<file path="config.mk">
export PLATFORM = sky130hd
export DESIGN_NAME = serial_loader
export DESIGN_NICKNAME = d
export VERILOG_FILES = /design/src/rtl/serial_loader.sv
export SDC_FILE = /design/constraint.sdc
export NUM_CORES = 1
export LEC_CHECK = 0
export BUFFER_PORTS_ARGS = -buffer_cell sky130_fd_sc_hd__clkbuf_2
export CAP_MARGIN = 20
export CORE_ASPECT_RATIO = 1.4
export CORE_MARGIN = 1
export CORE_UTILIZATION = 55
export DETAILED_ROUTE_END_ITERATION = 6
export PLACE_DENSITY = 0.76
export SLEW_MARGIN = 20
export SYNTH_ARGS = -nofsm -noshare
export SYNTH_HDL_FRONTEND = slang
export SYNTH_SLANG_ARGS = --single-unit
</file>
<file path="constraint.sdc">
create_clock -name clk_i -period 2.1 [get_ports clk_i]
set_clock_uncertainty 0.05 [all_clocks]
set_input_delay 0.42 -clock clk_i [delete_from_list [all_inputs] [get_ports clk_i]]
set_output_delay 0.42 -clock clk_i [all_outputs]
set_load 0.01 [all_outputs]
</file>
<file path="src/rtl/serial_loader.sv">
// serial_loader: SPI mode-0 (MSB first) byte receiver that turns an address
// byte followed by data bytes into single-cycle load strobes with an
// auto-incrementing target address, all in the clk_i domain.
module serial_loader #(
  parameter int unsigned DATA_W      = 8,
  parameter int unsigned ADDR_W      = 4,
  parameter int unsigned SYNC_STAGES = 2
) (
  input  logic              clk_i,
  input  logic              rst_ni,
  input  logic              sclk_i,
  input  logic              cs_ni,
  input  logic              mosi_i,
  output logic [DATA_W-1:0] data_o,
  output logic [ADDR_W-1:0] addr_o,
  output logic              load_o,
  output logic              busy_o,
  output logic              frame_err_o
);

  localparam int unsigned CNT_W = (DATA_W > 1) ? $clog2(DATA_W) : 1;

  typedef enum logic [1:0] {
    ST_IDLE = 2'd0,
    ST_ADDR = 2'd1,
    ST_DATA = 2'd2
  } state_t;

  // Synchroniser chains; sample enters at bit 0, synced value leaves the top.
  logic [SYNC_STAGES-1:0] r_sclk_sync;
  logic [SYNC_STAGES-1:0] r_cs_sync;
  logic [SYNC_STAGES-1:0] r_mosi_sync;
  logic                   r_sclk_prev;
  logic                   r_cs_prev;

  logic                   w_sclk_s;
  logic                   w_cs_s;
  logic                   w_mosi_s;
  logic                   w_sclk_rise;
  logic                   w_cs_fall;
  logic                   w_cs_rise;

  // Bit capture datapath.
  logic [DATA_W-1:0]      r_shift;
  logic [CNT_W-1:0]       r_bit_cnt;
  logic                   r_byte_done;

  // FSM state and registered outputs.
  state_t                 r_state;
  state_t                 w_state_nxt;
  logic [DATA_W-1:0]      r_data;
  logic [DATA_W-1:0]      w_data_nxt;
  logic [ADDR_W-1:0]      r_addr;
  logic [ADDR_W-1:0]      w_addr_nxt;
  logic                   r_load;
  logic                   w_load_nxt;
  logic                   r_busy;
  logic                   r_err;
  logic                   w_err_nxt;

  // Input synchronisers; reset levels match an idle bus (sclk low, cs high).
  always_ff @(posedge clk_i or negedge rst_ni) begin
    if (!rst_ni) begin
      r_sclk_sync <= '0;
      r_cs_sync   <= '1;
      r_mosi_sync <= '0;
      r_sclk_prev <= 1'b0;
      r_cs_prev   <= 1'b1;
    end else begin
      r_sclk_sync <= {r_sclk_sync[SYNC_STAGES-2:0], sclk_i};
      r_cs_sync   <= {r_cs_sync[SYNC_STAGES-2:0], cs_ni};
      r_mosi_sync <= {r_mosi_sync[SYNC_STAGES-2:0], mosi_i};
      r_sclk_prev <= w_sclk_s;
      r_cs_prev   <= w_cs_s;
    end
  end

  // Edge detection on the synchronised pins.
  always_comb begin
    w_sclk_s    = r_sclk_sync[SYNC_STAGES-1];
    w_cs_s      = r_cs_sync[SYNC_STAGES-1];
    w_mosi_s    = r_mosi_sync[SYNC_STAGES-1];
    w_sclk_rise = w_sclk_s & ~r_sclk_prev;
    w_cs_fall   = r_cs_prev & ~w_cs_s;
    w_cs_rise   = ~r_cs_prev & w_cs_s;
  end

  // Shift in one bit per sclk rising edge while a frame is active; flag a
  // completed byte for one cycle so the FSM acts on the full shift value.
  always_ff @(posedge clk_i or negedge rst_ni) begin
    if (!rst_ni) begin
      r_shift     <= '0;
      r_bit_cnt   <= '0;
      r_byte_done <= 1'b0;
    end else begin
      r_byte_done <= 1'b0;
      if (w_cs_fall) begin
        r_shift   <= '0;
        r_bit_cnt <= '0;
      end else if (w_sclk_rise && !w_cs_s && (r_state != ST_IDLE)) begin
        r_shift <= {r_shift[DATA_W-2:0], w_mosi_s};
        if (r_bit_cnt == CNT_W'(DATA_W - 1)) begin
          r_bit_cnt   <= '0;
          r_byte_done <= 1'b1;
        end else begin
          r_bit_cnt <= r_bit_cnt + CNT_W'(1);
        end
      end
    end
  end

  // FSM state and output registers.
  always_ff @(posedge clk_i or negedge rst_ni) begin
    if (!rst_ni) begin
      r_state <= ST_IDLE;
      r_data  <= '0;
      r_addr  <= '0;
      r_load  <= 1'b0;
      r_busy  <= 1'b0;
      r_err   <= 1'b0;
    end else begin
      r_state <= w_state_nxt;
      r_data  <= w_data_nxt;
      r_addr  <= w_addr_nxt;
      r_load  <= w_load_nxt;
      r_busy  <= (w_state_nxt != ST_IDLE);
      r_err   <= w_err_nxt;
    end
  end

  // Next-state and output decode; cs deassert takes priority over a byte.
  always_comb begin
    w_state_nxt = r_state;
    w_data_nxt  = r_data;
    w_addr_nxt  = r_addr;
    w_load_nxt  = 1'b0;
    w_err_nxt   = r_err;

    // Address advances on the cycle after each strobe.
    if (r_load) begin
      w_addr_nxt = r_addr + ADDR_W'(1);
    end

    case (r_state)
      ST_IDLE: begin
        if (w_cs_fall) begin
          w_state_nxt = ST_ADDR;
          w_err_nxt   = 1'b0;
        end
      end
      ST_ADDR: begin
        if (w_cs_rise) begin
          w_state_nxt = ST_IDLE;
          if (r_bit_cnt != '0) begin
            w_err_nxt = 1'b1;
          end
        end else if (r_byte_done) begin
          w_addr_nxt  = r_shift[ADDR_W-1:0];
          w_state_nxt = ST_DATA;
        end
      end
      ST_DATA: begin
        if (w_cs_rise) begin
          w_state_nxt = ST_IDLE;
          if (r_bit_cnt != '0) begin
            w_err_nxt = 1'b1;
          end
        end else if (r_byte_done) begin
          w_data_nxt = r_shift;
          w_load_nxt = 1'b1;
        end
      end
      default: begin
        w_state_nxt = ST_IDLE;
      end
    endcase
  end

  assign data_o      = r_data;
  assign addr_o      = r_addr;
  assign load_o      = r_load;
  assign busy_o      = r_busy;
  assign frame_err_o = r_err;

endmodule
</file>
==> metrics.txt, run 1 <==
worst path cell trace=inv_1 -> ha_1 -> nor3b_1 -> o21bai_1 -> a22o_1; number of nets at the end of the flow=146; floorplan core area=2643 sq um; DR vias=939; total number of H-tree levels=2; worst hold path type=primary input to async pin; # resized after CTS=0; most instantiated library cell after synthesis=sky130_fd_sc_hd__dfrtp_1; smallest setup slack after layout=0.1919 ns; total clock buffers created by CTS=5; total setup buffers inserted after CTS=0; count of unique library cells instantiated by Yosys=31; start of the worst register-to-register path=r_state[0]$_DFF_PN0_; ratio of final minimum period to clock period=90.86%; overall power of the completed layout=1.457 mW; post-placement worst setup slack=0.2339 ns; Top FF cell, synth=sky130_fd_sc_hd__dfrtp_1; average wire per standard cell=14.05 microns; clk sinks=37; buffers plus inverters on the worst setup path=1; Final setup viols=0; Worst path max stage delay=0.64 ns; Setup crit start kind=flip-flop; ports placed on the boundary=20; fraction of registers with async set or reset after synthesis=100.0%; first-pass GRT wire length=4077 microns; number of flops mapped to enable cells by yosys=0; IO buf count=19; critical path depth=5; Post-Layout Inst Area=1763 sq um; antenna violations before repair=0; starting density of the core=58.52%; pwr/cell area=a little over 800 nW/um^2; grt ovf=0; DRC violations left=0; Syn Inst Count=108; overall die height=64.74 microns; peak supply drop=509.8 uV; Synth top cells by count=sky130_fd_sc_hd__dfrtp_1, sky130_fd_sc_hd__mux2_2, sky130_fd_sc_hd__a22o_1, sky130_fd_sc_hd__ha_1; area of placed instances=approximately 1700 sq um; slowest CP cell=sky130_fd_sc_hd__o21bai_1; DP Wirelength=1604 microns; f_max=524.1 MHz; clock root cell=sky130_fd_sc_hd__clkbuf_4; TNS Setup=0 ns; Critical Path Fanout Max=11; Util after Layout=66.71%; data required time of the worst path=about 2.3 ns; slack of the worst reg-to-reg path=0.19 ns; startpoint-to-endpoint class of the critical path=flip-flop to flip-flop; GRT Total Usage=20.28%; Bufs on Longest Clock Path=2; 1st-pass router iterations=4; endpoint arrival time on the critical path=2.14 ns; post-synth top area share=55.02%; setup repair after global routing missed its margin=false; wire length after detailed routing=2389 microns; proportion of synthesized chip area in sequential cells=around 60%; TritonCTS clock tree=built; final count of hold timing violations=0; Placer Congestion=0.8627; Critical Path Sink Type=flip-flop; area of the mapped netlist=roughly 1500 sq um; Horiz. Die Dim=46.82 microns; shortest clock period the worst path allows after layout=1.908 ns; max_slew headroom=45.84%; initial detailed-routing violation count=38; net count after synthesis=about 120; largest net degree at the start of global routing=38; Pins Over Slew Limit=0; number of nets with antenna violations after detailed routing=0; number of placement rows=22; worst-margin pin slew=0.8107 ns; Hold-fix buffers, CTS=0; status=finished, final reports clean; Mean Syn Cell Area=14.32 sq um; top cell family by delay on the critical path=compound AO/OA/AOI/OAI gates; share of final-layout standard cells stronger than drive strength 1=35.82%; Synth area leader=sky130_fd_sc_hd__dfrtp_1; Die Footprint=3031 sq um; layout overhead on the synthesized area=14.00%; Antenna Cells=0; capturing point of the worst reg2reg path=r_bit_cnt[0]$_DFFE_PN0P_; leading post-synthesis cells by cell area=sky130_fd_sc_hd__dfrtp_1, sky130_fd_sc_hd__mux2_2, sky130_fd_sc_hd__ha_1; source-to-sink clock delay at the later pin of the worst-skew pair=0.35 ns; number of warning messages in the yosys log=0; Leak=~0.90 nW; Worst Reg2Reg Path Length in Cells=5; Seq cells post-synth=37; max-capacitance violation count=0; clock transition at the registers of the reported paths=0.11 ns; vias in the first global route=903; Via-to-Cell Ratio=roughly 5.5
==> worst max-delay path by stage <==
| stage | start | endpoint | slack (ns) |
|---|---|---|---|
| after CTS | r_state[1]$_DFF_PN0_ | r_bit_cnt[0]$_DFFE_PN0P_ | 0.22 |
| after floorplan | r_state[0]$_DFF_PN0_ | r_bit_cnt[1]$_DFFE_PN0P_ | 0.60 |
| after global routing | r_state[1]$_DFF_PN0_ | r_bit_cnt[0]$_DFFE_PN0P_ | 0.04 |
| after detailed placement | r_state[1]$_DFF_PN0_ | r_bit_cnt[0]$_DFFE_PN0P_ | 0.23 |
| after global placement | r_state[1]$_DFF_PN0_ | r_bit_cnt[0]$_DFFE_PN0P_ | 0.34 |
| final | r_state[0]$_DFF_PN0_ | r_bit_cnt[0]$_DFFE_PN0P_ | 0.19 |
==> metal layers <==
layer / global-route usage (%) / wire length, microns / up-vias
met4: 15.36 / 103 / 0
met5: 0 / 0 / -
li1: - / - / 442
met1: 23.85 / 994 / 465
met3: 6.685 / 78 / 8
met2: 29.51 / 1212 / 24
==> flip-flops by register name (all words and copies together), names as in the netlist <==
name / cells
r_state: 2
r_shift: 8
r_cs_prev: 1
load_o: 1
data_o: 8
r_sclk_sync: 2
r_byte_done: 1
busy_o: 1
addr_o: 4
r_cs_sync: 2
r_mosi_sync: 2
r_sclk_prev: 1
r_bit_cnt: 3
frame_err_o: 1
==> area by class of cell <==
class	instances	area (sq um)
timing repair buffer	20	102.6
inverter	5	18.77
clock buffer	7	55.05
clock inverter	1	30.03
multi-input combinational	64	581.8
tap	36	45.04
sequential	37	929.6
fill	207	879.6
==> per-stage QoR <==
stage	hold slack (ns)	std cells
after global placement	0.2841	162
after floorplan	0.07441	108
final	0.03821	170
after detailed placement	0.2905	162
after global routing	0.06596	170
after CTS	0.04608	170
==> kinds of logic after synthesis <==
group | count (synthesis) | share of synthesized area [%]
xor+xnor | 3 | 1.699
simple gates | 22 | 10.68
buf+inv | 7 | 2.265
mux | 13 | 9.466
fa+ha+maj | 8 | 6.473
flops | 37 | 60.11
compound gates | 18 | 9.304
==> layout by cell type, fill, tap and decap left out <==
cell | netlist | routed
sky130_fd_sc_hd__a21oi_1 | 2 | 2
sky130_fd_sc_hd__a221o_1 | 1 | 1
sky130_fd_sc_hd__a22o_1 | 11 | 11
sky130_fd_sc_hd__a31oi_1 | 1 | 1
sky130_fd_sc_hd__and2_1 | 1 | 1
sky130_fd_sc_hd__and4bb_4 | 1 | 1
sky130_fd_sc_hd__buf_4 | 0 | 1
sky130_fd_sc_hd__bufinv_16 | 0 | 1
sky130_fd_sc_hd__clkbuf_1 | 0 | 1
sky130_fd_sc_hd__clkbuf_2 | 0 | 19
sky130_fd_sc_hd__clkbuf_4 | 0 | 5
sky130_fd_sc_hd__clkbuf_8 | 0 | 1
sky130_fd_sc_hd__dfrtp_1 | 34 | 34
sky130_fd_sc_hd__dfstp_2 | 3 | 3
sky130_fd_sc_hd__ha_1 | 8 | 8
sky130_fd_sc_hd__inv_1 | 5 | 5
sky130_fd_sc_hd__mux2_2 | 13 | 13
sky130_fd_sc_hd__nand2_1 | 1 | 1
sky130_fd_sc_hd__nand2b_1 | 2 | 2
sky130_fd_sc_hd__nand2b_4 | 1 | 1
sky130_fd_sc_hd__nand3_2 | 1 | 1
sky130_fd_sc_hd__nand3_4 | 1 | 1
sky130_fd_sc_hd__nand3b_1 | 2 | 2
sky130_fd_sc_hd__nand4_1 | 1 | 1
sky130_fd_sc_hd__nand4b_1 | 1 | 1
sky130_fd_sc_hd__nor2_1 | 5 | 5
sky130_fd_sc_hd__nor3b_1 | 2 | 2
sky130_fd_sc_hd__nor4b_1 | 1 | 1
sky130_fd_sc_hd__o21ai_0 | 1 | 1
sky130_fd_sc_hd__o21bai_1 | 1 | 1
sky130_fd_sc_hd__o221ai_1 | 1 | 1
sky130_fd_sc_hd__or2_2 | 1 | 1
sky130_fd_sc_hd__or3_1 | 1 | 1
sky130_fd_sc_hd__xnor2_1 | 2 | 2
sky130_fd_sc_hd__xor2_1 | 1 | 1
==> report_power, final <==
group | internal [mW] | switching, mW
Combinational | 0.0754 | 0.105
Clock | 0.284 | 0.226
Sequential | 0.744 | 0.0223
No activity file was read; power rests on OpenSTA's default activity.
==> run 2, diff against run 1 <==
--- a/config.mk
+++ b/config.mk
@@ -11,7 +11,9 @@
 export CORE_MARGIN = 1
 export CORE_UTILIZATION = 55
 export DETAILED_ROUTE_END_ITERATION = 6
+export GPL_TIMING_DRIVEN = 0
 export PLACE_DENSITY = 0.76
+export REMOVE_ABC_BUFFERS = 1
 export SLEW_MARGIN = 20
 export SYNTH_ARGS = -nofsm -noshare
 export SYNTH_HDL_FRONTEND = slang
==> run 2 against run 1 <==
  * Via count is 1.1% lower
  * Critical path type unchanged
  * Maximum frequency is 1.6% lower
  * Highest routed layer unchanged
  * Flip-flop and latch count stayed put
  * First-iteration DRC count is 79% lower
  * Worst setup slack worse by 0.032 ns
==> metrics.txt, run 2 (synthesis gave the netlist of run 1 again) <==
status=finished, final reports clean; worst hold path type=primary input to flip-flop; startpoint-to-endpoint class of the critical path=flip-flop to flip-flop; Critical Path Fanout Max=11 (unchanged); cell total after placement=161 (-0.62%); Leak=0.8858 nW (-2.0%); clock transition at the registers of the reported paths=0.11 ns (about the same); Horiz. Die Dim=46.82 microns (unchanged); starting density of the core=58.52% (unchanged); DRC violations left=0 (unchanged); depth of the worst hold-timing path=1; data required time of the worst path=2.34 ns (about the same); ports placed on the boundary=20 (unchanged); Final Instance Count excl. Fillers=169 (-0.59%); most frequent cells in the layout=sky130_fd_sc_hd__dfrtp_1, sky130_fd_sc_hd__clkbuf_2, sky130_fd_sc_hd__mux2_2; antenna violations before repair=0 (unchanged); shortest clock period the worst path allows after layout=1.940 ns (+0.03163 ns); Die Footprint=3031 sq um (unchanged); floorplan core area=2643 sq um (unchanged); Pins Over Slew Limit=0 (unchanged); wire length after detailed routing=2416 microns (+1.1%); share of final-layout standard cells stronger than drive strength 1=35.34% (-0.48 points); clk sinks=37 (unchanged); IO buf count=19 (unchanged); largest net degree at the start of global routing=38 (unchanged); total clock buffers created by CTS=5 (unchanged); first-pass GRT wire length=4050 microns (-0.66%); source-to-sink clock delay at the later pin of the worst-skew pair=0.35 ns (about the same); average wire per standard cell=14.30 microns (+1.7%); peak supply drop=443.7 uV (-13%); f_max=515.5 MHz (-1.6%); Placer Congestion=0.7956 (-7.8%); ratio of final minimum period to clock period=92.37% (+1.5 points); total setup buffers inserted after CTS=0 (unchanged); vias in the first global route=919 (+1.8%); initial detailed-routing violation count=8 (-79%); DP Wirelength=1640 microns (+2.2%); most frequent standard cell in the layout excluding fill and tap cells=sky130_fd_sc_hd__dfrtp_1; max-capacitance violation count=0 (unchanged); Antenna Cells=0 (unchanged); endpoint arrival time on the critical path=2.18 ns (+0.04 ns); Critical Path Sink Type=flip-flop; final hold slack=0.1039 ns (+0.06570 ns); DR vias=929 (-1.1%); setup repair after global routing missed its margin=false; number of nets with antenna violations after detailed routing=0 (unchanged); worst-margin pin slew=0.8884 ns (+0.07768 ns); number of nets at the end of the flow=145 (-0.68%); layout overhead on the synthesized area=11.33%; # resized after CTS=0 (unchanged); clock root cell=sky130_fd_sc_hd__clkbuf_4; Worst Reg2Reg Path Length in Cells=5 (unchanged); 1st-pass router iterations=4 (unchanged); overall power of the completed layout=1.298 mW (-11%); total number of H-tree levels=2 (unchanged); Final setup viols=0 (unchanged); TNS Setup=0 ns (unchanged); GRT Total Usage=19.51% (-0.78 points); number of placement rows=22 (unchanged); overall die height=64.74 microns (unchanged); Hold-fix buffers, CTS=0 (unchanged); Post-Layout Inst Area=1722 sq um (-2.3%); Bufs on Longest Clock Path=2 (unchanged); TritonCTS clock tree=built; max_slew headroom=40.77% (-5.1 points); Setup crit start kind=flip-flop; area of placed instances=1670 sq um (-0.45%); final count of hold timing violations=0 (unchanged); pwr/cell area=753.7 nW/um^2 (-8.8%); grt ovf=0 (unchanged); Via-to-Cell Ratio=5.497 (-0.48%)
## run 2: report_power, final
group | switching (mW) | internal [mW]
sequential | 0.0225 | 0.745
combinational | 0.106 | 0.0740
clock | 0.224 | 0.127
## run 2: cell type report
cell class,count,area (sq um)
Tap cell,36,45.04
Fill cell,222,920.9
Multi-Input combinational cell,64,581.8
Inverter,5,18.77
Sequential cell,37,929.6
Timing Repair Buffer,19,95.09
Clock buffer,6,41.29
Clock inverter,2,10.01
## run 2: critical path, stage by stage, from the launching register on
cell and delay (ns):
sky130_fd_sc_hd__dfrtp_1 0.42, sky130_fd_sc_hd__inv_1 0.12, sky130_fd_sc_hd__ha_1 0.32, sky130_fd_sc_hd__nor3b_1 0.09, sky130_fd_sc_hd__o21bai_1 0.63, sky130_fd_sc_hd__a22o_1 0.26
## run 2: path summary, 6_finish.rpt
path                                                from                  endpoint  slack [ns]
worst min-delay path                               cs_ni    r_cs_sync[0]$_DFF_PN1_        0.10
worst min register to register  r_sclk_sync[0]$_DFF_PN0_  r_sclk_sync[1]$_DFF_PN0_        0.31
worst max register to register      r_state[0]$_DFF_PN0_  r_bit_cnt[0]$_DFFE_PN0P_        0.16
max in group asynchronous                         rst_ni     data_o[4]$_DFFE_PN0P_        1.32
min in group asynchronous                         rst_ni      r_state[0]$_DFF_PN0_        0.12
worst max-delay path                r_state[0]$_DFF_PN0_  r_bit_cnt[0]$_DFFE_PN0P_        0.16
## run 2: metrics by stage
step	worst slack [ns]	utilization, %
floorplan	0.5309	-
global placement	0.2278	63.21
detailed placement	0.2034	63.21
CTS	0.1733	65.15
global route	0.006958	65.15
finish	0.1603	65.15
## run 2: per-layer routing
metal  wire length, microns  part of all wire (%)  global-route usage, %
met3                     91                   3.8                  6.685
met4                     53                   2.2                  8.571
met1                   1019                    42                  23.70
met5                      0                     0                      0
met2                   1251                    52                  30.56
==> run 3, diff against run 2 <==
--- a/config.mk
+++ b/config.mk
@@ -10,6 +10,7 @@
 export CORE_ASPECT_RATIO = 1.4
 export CORE_MARGIN = 1
 export CORE_UTILIZATION = 55
+export CTS_CLUSTER_DIAMETER = 50
 export DETAILED_ROUTE_END_ITERATION = 6
 export GPL_TIMING_DRIVEN = 0
 export PLACE_DENSITY = 0.76
==> constraint.sdc (replaced) <==
create_clock -name clk_i -period 1.8 [get_ports clk_i]
set_clock_uncertainty 0.05 [all_clocks]
set_input_delay 0.36 -clock clk_i [delete_from_list [all_inputs] [get_ports clk_i]]
set_output_delay 0.36 -clock clk_i [all_outputs]
set_load 0.01 [all_outputs]
==> run 3 against run 2 <==
  * Wire length down 0.66%
  * Register-to-register slack worse by 0.03 ns
  * Global-route usage grew 0.056 points
  * Maximum frequency rose by 16%
  * Via count is 0.11% higher
  * Largest cell class unchanged
==> metrics.txt, run 3 (synthesis gave the netlist of run 1 again) <==
DR vias=930 (+0.11%); average wire per standard cell=14.20 microns (-0.66%); startpoint-to-endpoint class of the critical path=flip-flop to flip-flop; most frequent cells in the layout=sky130_fd_sc_hd__dfrtp_1, sky130_fd_sc_hd__clkbuf_2, sky130_fd_sc_hd__mux2_2; data required time of the worst path=2.00 ns (-0.34 ns); total clock buffers created by CTS=5 (unchanged); Worst Reg2Reg Path Length in Cells=5 (unchanged); most frequent standard cell in the layout excluding fill and tap cells=sky130_fd_sc_hd__dfrtp_1; Final Instance Count excl. Fillers=169 (unchanged); largest net degree at the start of global routing=38 (unchanged); vias in the first global route=914 (-0.54%); Worst path max stage delay=0.40 ns (-0.23 ns); Placer Congestion=0.7956 (unchanged); max_slew headroom=41.14% (+0.37 points); ports placed on the boundary=20 (unchanged); number of nets with antenna violations after detailed routing=0 (unchanged); source-to-sink clock delay at the later pin of the worst-skew pair=0.35 ns (about the same); total setup buffers inserted after CTS=0 (unchanged); DP Wirelength=1640 microns (unchanged); TNS Setup=0 ns (unchanged); grt ovf=0 (unchanged); filler cell count=222 (unchanged); antenna violations before repair=0 (unchanged); share of final-layout standard cells stronger than drive strength 1=36.09% (+0.75 points); Leak=0.8854 nW (about the same); number of nets at the end of the flow=145 (unchanged); total area of multi-input combinational cells=585.6 sq um (+0.65%); Critical Path Fanout Max=11 (unchanged); ratio of final minimum period to clock period=92.86% (+0.49 points); part of the power in registers=59.0% (about the same); TritonCTS clock tree=built; worst-margin pin slew=0.8829 ns (-0.005513 ns); fraction of power consumed by the clock network=27.3% (+0.3 points); Setup crit start kind=flip-flop; Die Footprint=3031 sq um (unchanged); slowest CP cell=sky130_fd_sc_hd__dfrtp_1; starting density of the core=58.52% (unchanged); clock root cell=sky130_fd_sc_hd__clkbuf_4; clock transition at the registers of the reported paths=0.12 ns (about the same); initial detailed-routing violation count=10 (+2); number of placement rows=22 (unchanged); shortest clock period the worst path allows after layout=1.671 ns (-0.2683 ns); floorplan core area=2643 sq um (unchanged); endpoint arrival time on the critical path=1.87 ns (-0.31 ns); area taken by flip-flops and latches=929.6 sq um (unchanged); final count of hold timing violations=0 (unchanged); Final setup viols=0 (unchanged); clk sinks=37 (unchanged); Util after Layout=65.29% (+0.14 points); total number of H-tree levels=2 (unchanged); smallest setup slack after layout=0.1286 ns (-0.03171 ns); 1st-pass router iterations=4 (unchanged); layout overhead on the synthesized area=11.57%; buffers plus inverters on the worst setup path=1 (unchanged); switching part of the total=27.18% (+0.076 points); Horiz. Die Dim=46.82 microns (unchanged); worst path cell trace=inv_1 -> ha_1 -> nor3b_1 -> o21bai_2 -> a22o_1; first-pass GRT wire length=4064 microns (+0.35%); post-placement worst setup slack=-0.09660 ns (-0.3000 ns); peak supply drop=517.6 uV (+17%); wire length after detailed routing=2400 microns (-0.66%); critical path depth=5 (unchanged); Pins Over Slew Limit=0 (unchanged); Critical Path Sink Type=flip-flop; Bufs on Longest Clock Path=2 (unchanged); cell total after placement=161 (unchanged); Via-to-Cell Ratio=5.503 (+0.11%); design internal power=1.104 mW (+17%); max-capacitance violation count=0 (unchanged); IO buf count=19 (unchanged); area of placed instances=1670 sq um (unchanged); power share of the combinational group=13.7% (about the same); worst hold path type=primary input to async pin; GRT Total Usage=19.56% (+0.056 points); setup repair after global routing missed its margin=false; pwr/cell area=878.8 nW/um^2 (+17%); Post-Layout Inst Area=1725 sq um (+0.22%); top cell family by delay on the critical path=compound AO/OA/AOI/OAI gates; switching power of the nets=0.4121 mW (+17%); Antenna Cells=0 (unchanged); status=finished, final reports clean; f_max=598.3 MHz (+16%); overall die height=64.74 microns (unchanged); DRC violations left=0 (unchanged)
## run 3: worst reg2reg max path, cell delays in order, from the launching register on
cell,delay [ns]
sky130_fd_sc_hd__dfrtp_1,0.40
sky130_fd_sc_hd__inv_1,0.09
sky130_fd_sc_hd__ha_1,0.29
sky130_fd_sc_hd__nor3b_1,0.27
sky130_fd_sc_hd__o21bai_2,0.19
sky130_fd_sc_hd__a22o_1,0.28
## run 3: worst paths after layout
check	start	endpoint	slack, ns
worst max-delay path	r_state[0]$_DFF_PN0_	r_bit_cnt[0]$_DFFE_PN0P_	0.13
worst min-delay path	rst_ni	r_state[0]$_DFF_PN0_	0.05
worst max register to register	r_state[0]$_DFF_PN0_	r_bit_cnt[0]$_DFFE_PN0P_	0.13
min in group clk_i	cs_ni	r_cs_sync[0]$_DFF_PN1_	0.05
worst min register to register	r_sclk_sync[0]$_DFF_PN0_	r_sclk_sync[1]$_DFF_PN0_	0.31
max in group asynchronous	rst_ni	data_o[4]$_DFFE_PN0P_	1.08
## run 3: final cells by class
cell class                      instances  share of cell area, %
Timing Repair Buffer                   19                  5.511
Tap cell                               36                  2.611
Inverter                                5                  1.088
Multi-Input combinational cell         64                  33.94
Clock buffer                            6                  2.393
Clock inverter                          2                 0.5801
Sequential cell                        37                  53.88
## run 3: power groups by stage
stage,Clock [mW],Combinational [mW],Sequential [mW]
final,0.413,0.208,0.894
after global routing,0.462,0.238,0.900
after floorplan,0,0.143,0.910
after global placement,0,0.200,0.908
after detailed placement,0,0.206,0.911
after CTS,0.430,0.210,0.895
## run 3: repair_timing
action,in CTS,in global routing
gates resized for setup,1,0
hold buffers,0,0
endpoints found under the setup margin,11,0
## run 3: metal layers
layer  part of all wire [%]  global-route usage [%]  routed length, microns  vias up
li1                       -                       -                       -      439
met1                     41                   23.89                     989      460
met2                     52                   30.56                    1250       24
met3                    4.5                   6.685                     107        7
met4                    2.2                   8.571                      53        0
met5                      0                       0                       0        -
## run 3: per-stage QoR
step                      hold WS, ns  total power, mW
after floorplan               0.01441            1.052
after global placement         0.2835            1.108
after detailed placement       0.2864            1.117
after CTS                     0.02884            1.535
after global routing          0.02061            1.599
final                         0.04531            1.516
